`src/rtl/timer_counter.sv`:
```
// timer_counter: memory-mapped countdown timer with CTRL/PRESET/COUNT words.
// Ports: clk, reset (sync, active-high); Addr/WE/Din from the memory stage;
//   Dout = combinational read data; IRQ = registered IM & irq_flag.
module timer_counter #(
  parameter logic [31:0] BASE_ADDR = 32'h0000_7F00
) (
  input  logic        clk,
  input  logic        reset,
  input  logic [31:0] Addr,
  input  logic        WE,
  input  logic [31:0] Din,
  output logic [31:0] Dout,
  output logic        IRQ
);

  localparam logic [1:0] IDLE = 2'd0;
  localparam logic [1:0] LOAD = 2'd1;
  localparam logic [1:0] CNT  = 2'd2;
  localparam logic [1:0] INT  = 2'd3;

  localparam logic [1:0] W_CTRL   = 2'd0;
  localparam logic [1:0] W_PRESET = 2'd1;
  localparam logic [1:0] W_COUNT  = 2'd2;

  logic [3:0]  ctrl_q, ctrl_d;
  logic [31:0] preset_q, preset_d;
  logic [31:0] count_q, count_d;
  logic        flag_q, flag_d;
  logic [1:0]  state_q, state_d;

  logic        hit;
  logic [1:0]  wsel;
  logic        ctrl_wr;
  logic        preset_wr;
  logic        en;
  logic        im;
  logic        periodic;
  logic        unused_addr;

  assign hit  = (Addr[31:4] == BASE_ADDR[31:4]);
  assign wsel = Addr[3:2];

  // Byte lane bits carry no meaning for word registers.
  assign unused_addr = ^Addr[1:0];

  assign ctrl_wr   = WE & hit & (wsel == W_CTRL);
  assign preset_wr = WE & hit & (wsel == W_PRESET);

  assign en       = ctrl_q[0];
  assign im       = ctrl_q[3];
  // Modes 2 and 3 fall back to one-shot.
  assign periodic = (ctrl_q[2:1] == 2'b01);

  always_comb begin
    ctrl_d   = ctrl_q;
    preset_d = preset_q;
    count_d  = count_q;
    flag_d   = flag_q;
    state_d  = state_q;

    // PRESET only feeds LOAD, so a running count is untouched.
    if (preset_wr) begin
      preset_d = Din;
    end

    // A CTRL write wins over whatever the FSM would do this cycle.
    if (ctrl_wr) begin
      ctrl_d  = Din[3:0];
      flag_d  = 1'b0;
      state_d = Din[0] ? LOAD : IDLE;
    end else begin
      case (state_q)
        IDLE: begin
          if (en) begin
            state_d = LOAD;
          end
        end
        LOAD: begin
          count_d = preset_q;
          state_d = CNT;
        end
        CNT: begin
          if (!en) begin
            state_d = IDLE;
          end else if (count_q > 32'd1) begin
            count_d = count_q - 32'd1;
          end else begin
            // Covers PRESET=0 too: never wraps below zero.
            count_d = 32'd0;
            flag_d  = 1'b1;
            state_d = INT;
          end
        end
        INT: begin
          if (periodic) begin
            flag_d  = 1'b0;
            state_d = LOAD;
          end else begin
            ctrl_d[0] = 1'b0;
            state_d   = IDLE;
          end
        end
        default: begin
          state_d = IDLE;
        end
      endcase
    end
  end

  always_ff @(posedge clk) begin
    if (reset) begin
      ctrl_q   <= 4'd0;
      preset_q <= 32'd0;
      count_q  <= 32'd0;
      flag_q   <= 1'b0;
      state_q  <= IDLE;
      IRQ      <= 1'b0;
    end else begin
      ctrl_q   <= ctrl_d;
      preset_q <= preset_d;
      count_q  <= count_d;
      flag_q   <= flag_d;
      state_q  <= state_d;
      // Built from next-state values so IRQ moves with irq_flag.
      IRQ      <= ctrl_d[3] & flag_d;
    end
  end

  always_comb begin
    Dout = 32'd0;
    if (hit) begin
      unique case (1'b1)
        (wsel == W_CTRL):   Dout = {28'd0, im, ctrl_q[2:1], en};
        (wsel == W_PRESET): Dout = preset_q;
        (wsel == W_COUNT):  Dout = count_q;
        default:            Dout = 32'd0;
      endcase
    end
  end

endmodule

```
`config.mk`:
```
export PLATFORM = sky130hd
export DESIGN_NAME = timer_counter
export DESIGN_NICKNAME = d
export VERILOG_FILES = /design/src/rtl/timer_counter.sv
export SDC_FILE = /design/constraint.sdc
export NUM_CORES = 1
export LEC_CHECK = 0
export CAP_MARGIN = 20
export CORE_UTILIZATION = 45
export DETAILED_ROUTE_END_ITERATION = 6
export PLACE_DENSITY = 0.83
export SYNTH_ARGS = -nofsm -noshare
export SYNTH_HDL_FRONTEND = slang
export SYNTH_SLANG_ARGS = --single-unit
```
`constraint.sdc`:
```
create_clock -name clk -period 2.5 [get_ports clk]
set_clock_uncertainty 0.1 [all_clocks]
set_input_delay 0.5 -clock clk [delete_from_list [all_inputs] [get_ports clk]]
set_output_delay 0.5 -clock clk [all_outputs]
set_load 0.01 [all_outputs]
```
=== Word-level counts from Yosys, hierarchy flattened ===
Index checks and enable logic that the tools add are counted.

* Magnitude comparators: 1
* Divide/modulo/power cells: 0
* $add $sub $neg: 1
* Multiply operators: 0
* Bitwise gates (word level): 5
* Multiplexer cells: 21
* Shift-type cells: 0
* Equality and inequality tests: 11
* Reduce and logical (&&, ||, !) cells: 7

{| class="wikitable"
|+ Operators with widths
! cell !! count
|-
| 32-bit 2-to-1 mux || 3
|-
| 32-bit case mux with 3 select lines || 1
|-
| 32-bit case mux with 2 select lines || 1
|-
| 32-bit by 1-bit greater-than comparator with 1-bit output (second input constant) || 1
|-
| 32-bit by 1-bit subtractor with 32-bit output (second input constant) || 1
|-
| 28-bit by 11-bit equality test with 1-bit output (second input constant) || 1
|-
| 1-bit 2-to-1 mux || 9
|-
| 2-bit 2-to-1 mux || 4
|-
| 2-bit case mux with 4 select lines || 1
|-
| 2-bit by 1-bit equality test with 1-bit output (second input constant) || 3
|-
| 2-bit equality test (second input constant) || 3
|-
| 1-bit AND || 4
|-
| 2-bit zero test || 2
|-
| 2-bit != test (second input constant) || 2
|-
| 4-bit != test (second input constant) || 1
|-
| 2-bit AND reduction || 2
|-
| 2-bit nonzero test || 2
|-
| 3-bit 2-to-1 mux || 1
|-
| 3-bit != test (second input constant) || 1
|-
| 3-bit AND reduction || 1
|-
| 1-bit case mux with 2 select lines || 1
|-
| 1-bit inverter || 1
|}

* Register bits after elaboration: 72
* Memories: 0
* Bits in latches: 0
* Input bits: 67
* Memory bits (read-only): 0
* Output and inout bits: 33
* Memory bits (writable): 0

=== Depth between registers and ports, before layout ===
* Depth after elaboration: 6
* Mapped depth: 8

=== Worst setup path before layout ===
No wires, ideal clock.

* Path kind: input to register
* Start: input port Addr[30]
* End: register preset_q[10]
* Data required time: 2.272 ns
* Setup slack: -0.038 ns
* Cell stages on the path: 8
* Arrival: 2.310 ns
* Cell sequence: nor4_1 > nand4_1 > or2_2 > clkbuf_1 > nor3_1 > buf_2 > mux2i_1 > nor2_1

* Cells in the longest elaborated chain, start to end: 3

{| class="wikitable"
|+ RTL lines
! what !! line !! text
|-
| start, declared || 9 || <nowiki>input logic [31:0] Addr,</nowiki>
|-
| 28-bit by 11-bit equality test with 1-bit output || 40 || <nowiki>assign hit = (Addr[31:4] == BASE_ADDR[31:4]);</nowiki>
|-
| 1-bit AND (2 in series) || 47 || <nowiki>assign preset_wr = WE & hit & (wsel == W_PRESET);</nowiki>
|-
| end signal, assigned || 120 || <nowiki>preset_q <= preset_d;</nowiki>
|-
| end, declared || 26 || <nowiki>logic [31:0] preset_q, preset_d;</nowiki>
|}

Every way passes these cells.
A chain may end at the register's enable or synchronous reset.

=== Worst setup path after layout ===
* Start: input port Addr[30]
* End: output port Dout[31]

* Cells in the longest elaborated chain, start to end: 2

{| class="wikitable"
|+ RTL lines
! what !! line !! text
|-
| 28-bit by 11-bit equality test with 1-bit output || 40 ||
|-
| 32-bit 2-to-1 mux || 131 || <nowiki>if (hit) begin</nowiki>
|-
| end, declared || 12 || <nowiki>output logic [31:0] Dout,</nowiki>
|}

Every way passes these cells.

==> report_table.html <==
<table>
<tr><th>Metric</th><th>Value</th></tr>
<tr><th colspan="2">Outcome</th></tr>
<tr><td>Status</td><td>finished, violations left</td></tr>
<tr><td>Violated checks</td><td>design-rule violations</td></tr>
<tr><th colspan="2">Timing</th></tr>
<tr><td>Number of hold-slack violations in the final timing report</td><td>0</td></tr>
<tr><td>Transition time of the tightest slew-check pin</td><td>approximately 0.51 ns</td></tr>
<tr><td>Final Max Slew Viols</td><td>0</td></tr>
<tr><td>Worst rel slew slack</td><td>65.89%</td></tr>
<tr><td>Period minus WS final</td><td>2.498 ns</td></tr>
<tr><td>Fmax</td><td>~0.40 GHz</td></tr>
<tr><td>Hold slack</td><td>0.4005 ns</td></tr>
<tr><td>Total of endpoints with negative setup slack in the final report</td><td>0</td></tr>
<tr><td>Setup repair after global routing missed its margin</td><td>yes</td></tr>
<tr><td>Part of the cycle the worst path needs</td><td>around 100%</td></tr>
<tr><th colspan="2">Floorplanning</th></tr>
<tr><td>Top-level port count</td><td>100</td></tr>
<tr><td>Overall die width</td><td>about 98 um</td></tr>
<tr><td>Total die area</td><td>around 9600 sq um</td></tr>
<tr><td>Standard-cell rows</td><td>34</td></tr>
<tr><td>Vertical die dimension</td><td>a little under 100 um</td></tr>
<tr><td>Total core area</td><td>slightly below 9000 sq um</td></tr>
<tr><td>Effective utilization at floorplan</td><td>approximately 47%</td></tr>
<tr><th colspan="2">Layout</th></tr>
<tr><td>Signed area change from the synthesized netlist to the final layout</td><td>54.35%</td></tr>
<tr><td># nets final</td><td>between 700 and 800</td></tr>
<tr><td>Fraction of layout instances using a drive strength above 1</td><td>around 30%</td></tr>
<tr><td>Ant diodes</td><td>0</td></tr>
<tr><th colspan="2">Worst hold path</th></tr>
<tr><td>Critical hold path startpoint</td><td>reset</td></tr>
<tr><td>Min-delay worst type</td><td>input port to flip-flop</td></tr>
<tr><th colspan="2">Logic synthesis</th></tr>
<tr><td>Async set or reset register ratio after synthesis</td><td>0%</td></tr>
<tr><td>Number of synthesized flops with an enable pin</td><td>0</td></tr>
<tr><td>Sequential cell area fraction in the yosys report</td><td>34.78%</td></tr>
<tr><td>Net count after synthesis</td><td>approximately 600</td></tr>
<tr><td>Syn Area/Cell</td><td>7.878 sq um</td></tr>
<tr><td>Top_reg_cell synth</td><td>dfxtp_1</td></tr>
<tr><td>Synthesized cell area</td><td>4144 sq um</td></tr>
<tr><td>Area share of the largest cell type after synthesis</td><td>34.78%</td></tr>
<tr><td>Total of flip-flops plus latches after synthesis</td><td>72</td></tr>
<tr><td>Synth Warn #</td><td>0</td></tr>
<tr><td>Post-synthesis cell type with the largest combined area</td><td>dfxtp_1</td></tr>
<tr><td>Unique cell type count in the Yosys netlist</td><td>46</td></tr>
<tr><td>Gate count of the mapped netlist</td><td>526</td></tr>
<tr><td>Top post-synthesis cells by area</td><td>dfxtp_1 (35%), mux2i_1 (9.9%), nor2_1 (8.1%)</td></tr>
<tr><th colspan="2">Setup path</th></tr>
<tr><td>Worst Path Max Fanout</td><td>8</td></tr>
<tr><td>Launching instance or port of the critical path</td><td>Addr[30]</td></tr>
<tr><td>Critical Path Slowest Stage Cell</td><td>or2_4</td></tr>
<tr><td>Data arrival time of the critical path</td><td>roughly 1.9 ns</td></tr>
<tr><td>Longest individual stage delay on the worst path</td><td>around 0.30 ns</td></tr>
<tr><td>Required @ worst endpoint</td><td>between 1.5 and 2 ns</td></tr>
<tr><td>Most numerous cell on the critical path</td><td>buf_2</td></tr>
<tr><td>Critical setup path kind</td><td>input port to output port</td></tr>
<tr><td>Critical path startpoint category</td><td>input port</td></tr>
<tr><td>Setup crit end kind</td><td>output port</td></tr>
<tr><td>Ordered cell list for the critical path</td><td>buf_2 &gt; nor4_2 &gt; nand4_1 &gt; or2_4 &gt; buf_16 &gt; buf_12 &gt; nor2_2 &gt; buf_2</td></tr>
<tr><td>Launching point of the worst reg2reg path</td><td>count_q[12]$_SDFFE_PP0P_</td></tr>
<tr><th colspan="2">Global routing</th></tr>
<tr><td>Vias in the first global route</td><td>4887</td></tr>
<tr><td>All-layer global routing usage</td><td>a little over 30%</td></tr>
<tr><td>Maximum number of pins on one net before global-route repair</td><td>33</td></tr>
<tr><td>Overflow left after global routing</td><td>0</td></tr>
<tr><td>Wire length of the first global-routing pass</td><td>roughly 24000 um</td></tr>
<tr><td>Initial antenna violation count</td><td>0</td></tr>
<tr><th colspan="2">Pwr</th></tr>
<tr><td>Peak VDD IR</td><td>approximately 0.37 mV</td></tr>
<tr><td>Total design power</td><td>~4000 uW</td></tr>
<tr><td>Reported leakage power</td><td>0.002344 uW</td></tr>
<tr><td>Ratio of total power to cell area</td><td>roughly 620 nW/um^2</td></tr>
<tr><th colspan="2">Route</th></tr>
<tr><td>Routed vias</td><td>4999</td></tr>
<tr><td>Drc violations</td><td>16</td></tr>
<tr><td>DRT Pass-1 Iters</td><td>7</td></tr>
<tr><td>Max Used Layer</td><td>met4</td></tr>
<tr><td>Average wire length per cell after detail routing</td><td>20.86 um</td></tr>
<tr><td>Met3 WL</td><td>about 1900 um</td></tr>
<tr><td>Number of DRC markers after the initial detailed-route iteration</td><td>between 500 and 600</td></tr>
<tr><td>Drt via density</td><td>~6.4</td></tr>
<tr><td>Total wirelength of the detailed-routed design</td><td>16210 um</td></tr>
<tr><td>Count of nets left with antenna violations after detail routing</td><td>0</td></tr>
<tr><td>Routed wire length on met2</td><td>7710 um</td></tr>
<tr><td>Met1 layer wirelength in the final routing</td><td>about 5800 um</td></tr>
<tr><th colspan="2">CTS</th></tr>
<tr><td>Number of buffers between clock root and the deepest sink</td><td>2</td></tr>
<tr><td>TritonCTS clock tree</td><td>done</td></tr>
<tr><td>Hold Buf Count CTS</td><td>0</td></tr>
<tr><td>Count of H-tree levels built during CTS</td><td>3</td></tr>
<tr><td>TritonCTS Sinks</td><td>72</td></tr>
<tr><td>Clock tree root driver cell</td><td>clkbuf_8</td></tr>
<tr><td>CTS clock-pin slew for the worst setup and hold paths</td><td>~0.080 ns</td></tr>
<tr><td>CTS Buf Count</td><td>9</td></tr>
<tr><td>Insertion delay to the later sink of the worst-skew pair</td><td>0.37 ns</td></tr>
<tr><th colspan="2">Placed design</th></tr>
<tr><td>Final weighted congestion in routability-driven placement</td><td>0.8936</td></tr>
<tr><td>Detailed placement HPWL</td><td>around 9000 um</td></tr>
<tr><td>Number of port buffers</td><td>between 90 and 100</td></tr>
<tr><th colspan="2">Job</th></tr>
<tr><td>Number of max-capacitance violations reported</td><td>0</td></tr>
</table>
path summary, 6_finish.rpt:
check	to	slack (ns)	depth (start not counted)
max	Dout[31]	0.002	8
min	preset_q[11]$_SDFFE_PP0P_	0.40	2
max reg2reg	count_q[22]$_SDFFE_PP0P_	0.01	7
min reg2reg	count_q[13]$_SDFFE_PP0P_	0.42	2
registers in the layout, indices dropped and copies added, names as in the netlist:
register and cells:
IRQ 1, count_q 32, ctrl_q 4, flag_q 1, preset_q 32, state_q 2
placed cells by master, fill, tap and decap left out, types with 3 or more instances in the layout:
master	Yosys	final
clkbuf_16	0	3
buf_4	0	47
a21oi_2	0	3
nor2_1	89	58
clkbuf_2	0	9
buf_16	0	4
or4_1	4	3
dfxtp_1	72	71
a21oi_1	40	36
clkbuf_8	0	10
a32oi_1	9	8
nand4_1	6	6
inv_1	34	34
nand3b_1	4	4
a211oi_1	3	3
nor4_1	12	5
nor2_2	1	9
nand2b_1	3	3
nor4_2	1	7
buf_6	0	28
nand3_1	11	10
buf_12	0	6
dlygate4sd2_1	0	5
nor2_4	0	23
nor3_1	21	18
nor2b_1	4	3
ha_1	6	6
nand2_1	24	24
a22oi_1	37	35
bufinv_16	0	4
buf_2	7	23
clkdlybuf4s50_1	0	34
clkdlybuf4s15_1	0	6
o21ai_0	7	6
o32ai_1	26	26
mux2i_1	41	41
per-layer routing:
metal	vias to the layer above	global-route usage [%]
met4	0	18.18
met1	2318	35.58
li1	2206	-
met3	97	5.798
met2	378	54.23
met5	-	0
synthesized netlist by cell type (2+ instances only):
master / number
dfxtp_1: 72
or4_1: 4
nand3b_1: 4
nor4_1: 12
nor2b_1: 4
buf_2: 7
buf_1: 2
o21ai_0: 7
a32oi_1: 9
or2_2: 3
nor2_1: 89
and4b_1: 2
a21oi_1: 40
a31oi_1: 2
a22oi_1: 37
nand3_1: 11
inv_1: 34
nor3b_1: 2
nor3_1: 21
ha_1: 6
or3_1: 2
a221oi_1: 2
clkbuf_1: 32
nor4b_1: 3
mux2i_1: 41
nand2_1: 24
nand4_1: 6
nand2b_1: 3
o32ai_1: 26
a211oi_1: 3
logic make-up after synthesis:
group,after synthesis,share of synthesized area [%]
simple gates,197,23.31
compound gates,134,22.98
buf+inv,75,7.005
flops,72,34.78
mux,41,9.903
fa+ha+maj,6,1.812
xor+xnor,1,0.2114
per-stage QoR:
stage	setup slack (ns)	util, %	std cells	cell area [sq um]	TNS (ns)
global placement	-0.6363	63.21	743	5567	-39.84
global route	-0.08015	72.63	777	6396	-1.507
CTS	-0.07338	68.66	773	6046	-1.012
finish	0.001783	72.63	777	6396	0
detailed placement	-0.6957	63.21	743	5567	-46.06
floorplan	0.01245	-	526	4155	0
critical path: cells and delay by family:
family | cells | cell delay [ns]
AND/OR/NAND/NOR | 4 | 0.84
buffers and inverters | 4 | 0.54
report_power, final:
part | total, uW | internal, uW | leakage [uW] | switching (uW)
sequential | 1190 | 1170 | 0.000581 | 18.1
clock | 1260 | 792 | 0.000130 | 472
combinational | 1550 | 643 | 0.00163 | 903
total | 3990 | 2600 | 0.00234 | 1390
area by class of cell:
class / count / area [sq um]
sequential: 72 / 1443
inverter: 34 / 127.6
fill: 656 / 2410
clock inverter: 5 / 127.6
timing repair buffer: 168 / 1618
tap: 108 / 135.1
clock buffer: 11 / 141.4
multi-input combinational: 379 / 2804
repair_timing:
item	in CTS	in global routing
endpoints found under the setup margin	81	99
pin swaps	35	24
cloned	5	3
buffers inserted	9	1
gates resized for setup	228	93
(Power assumes the default switching activity.)
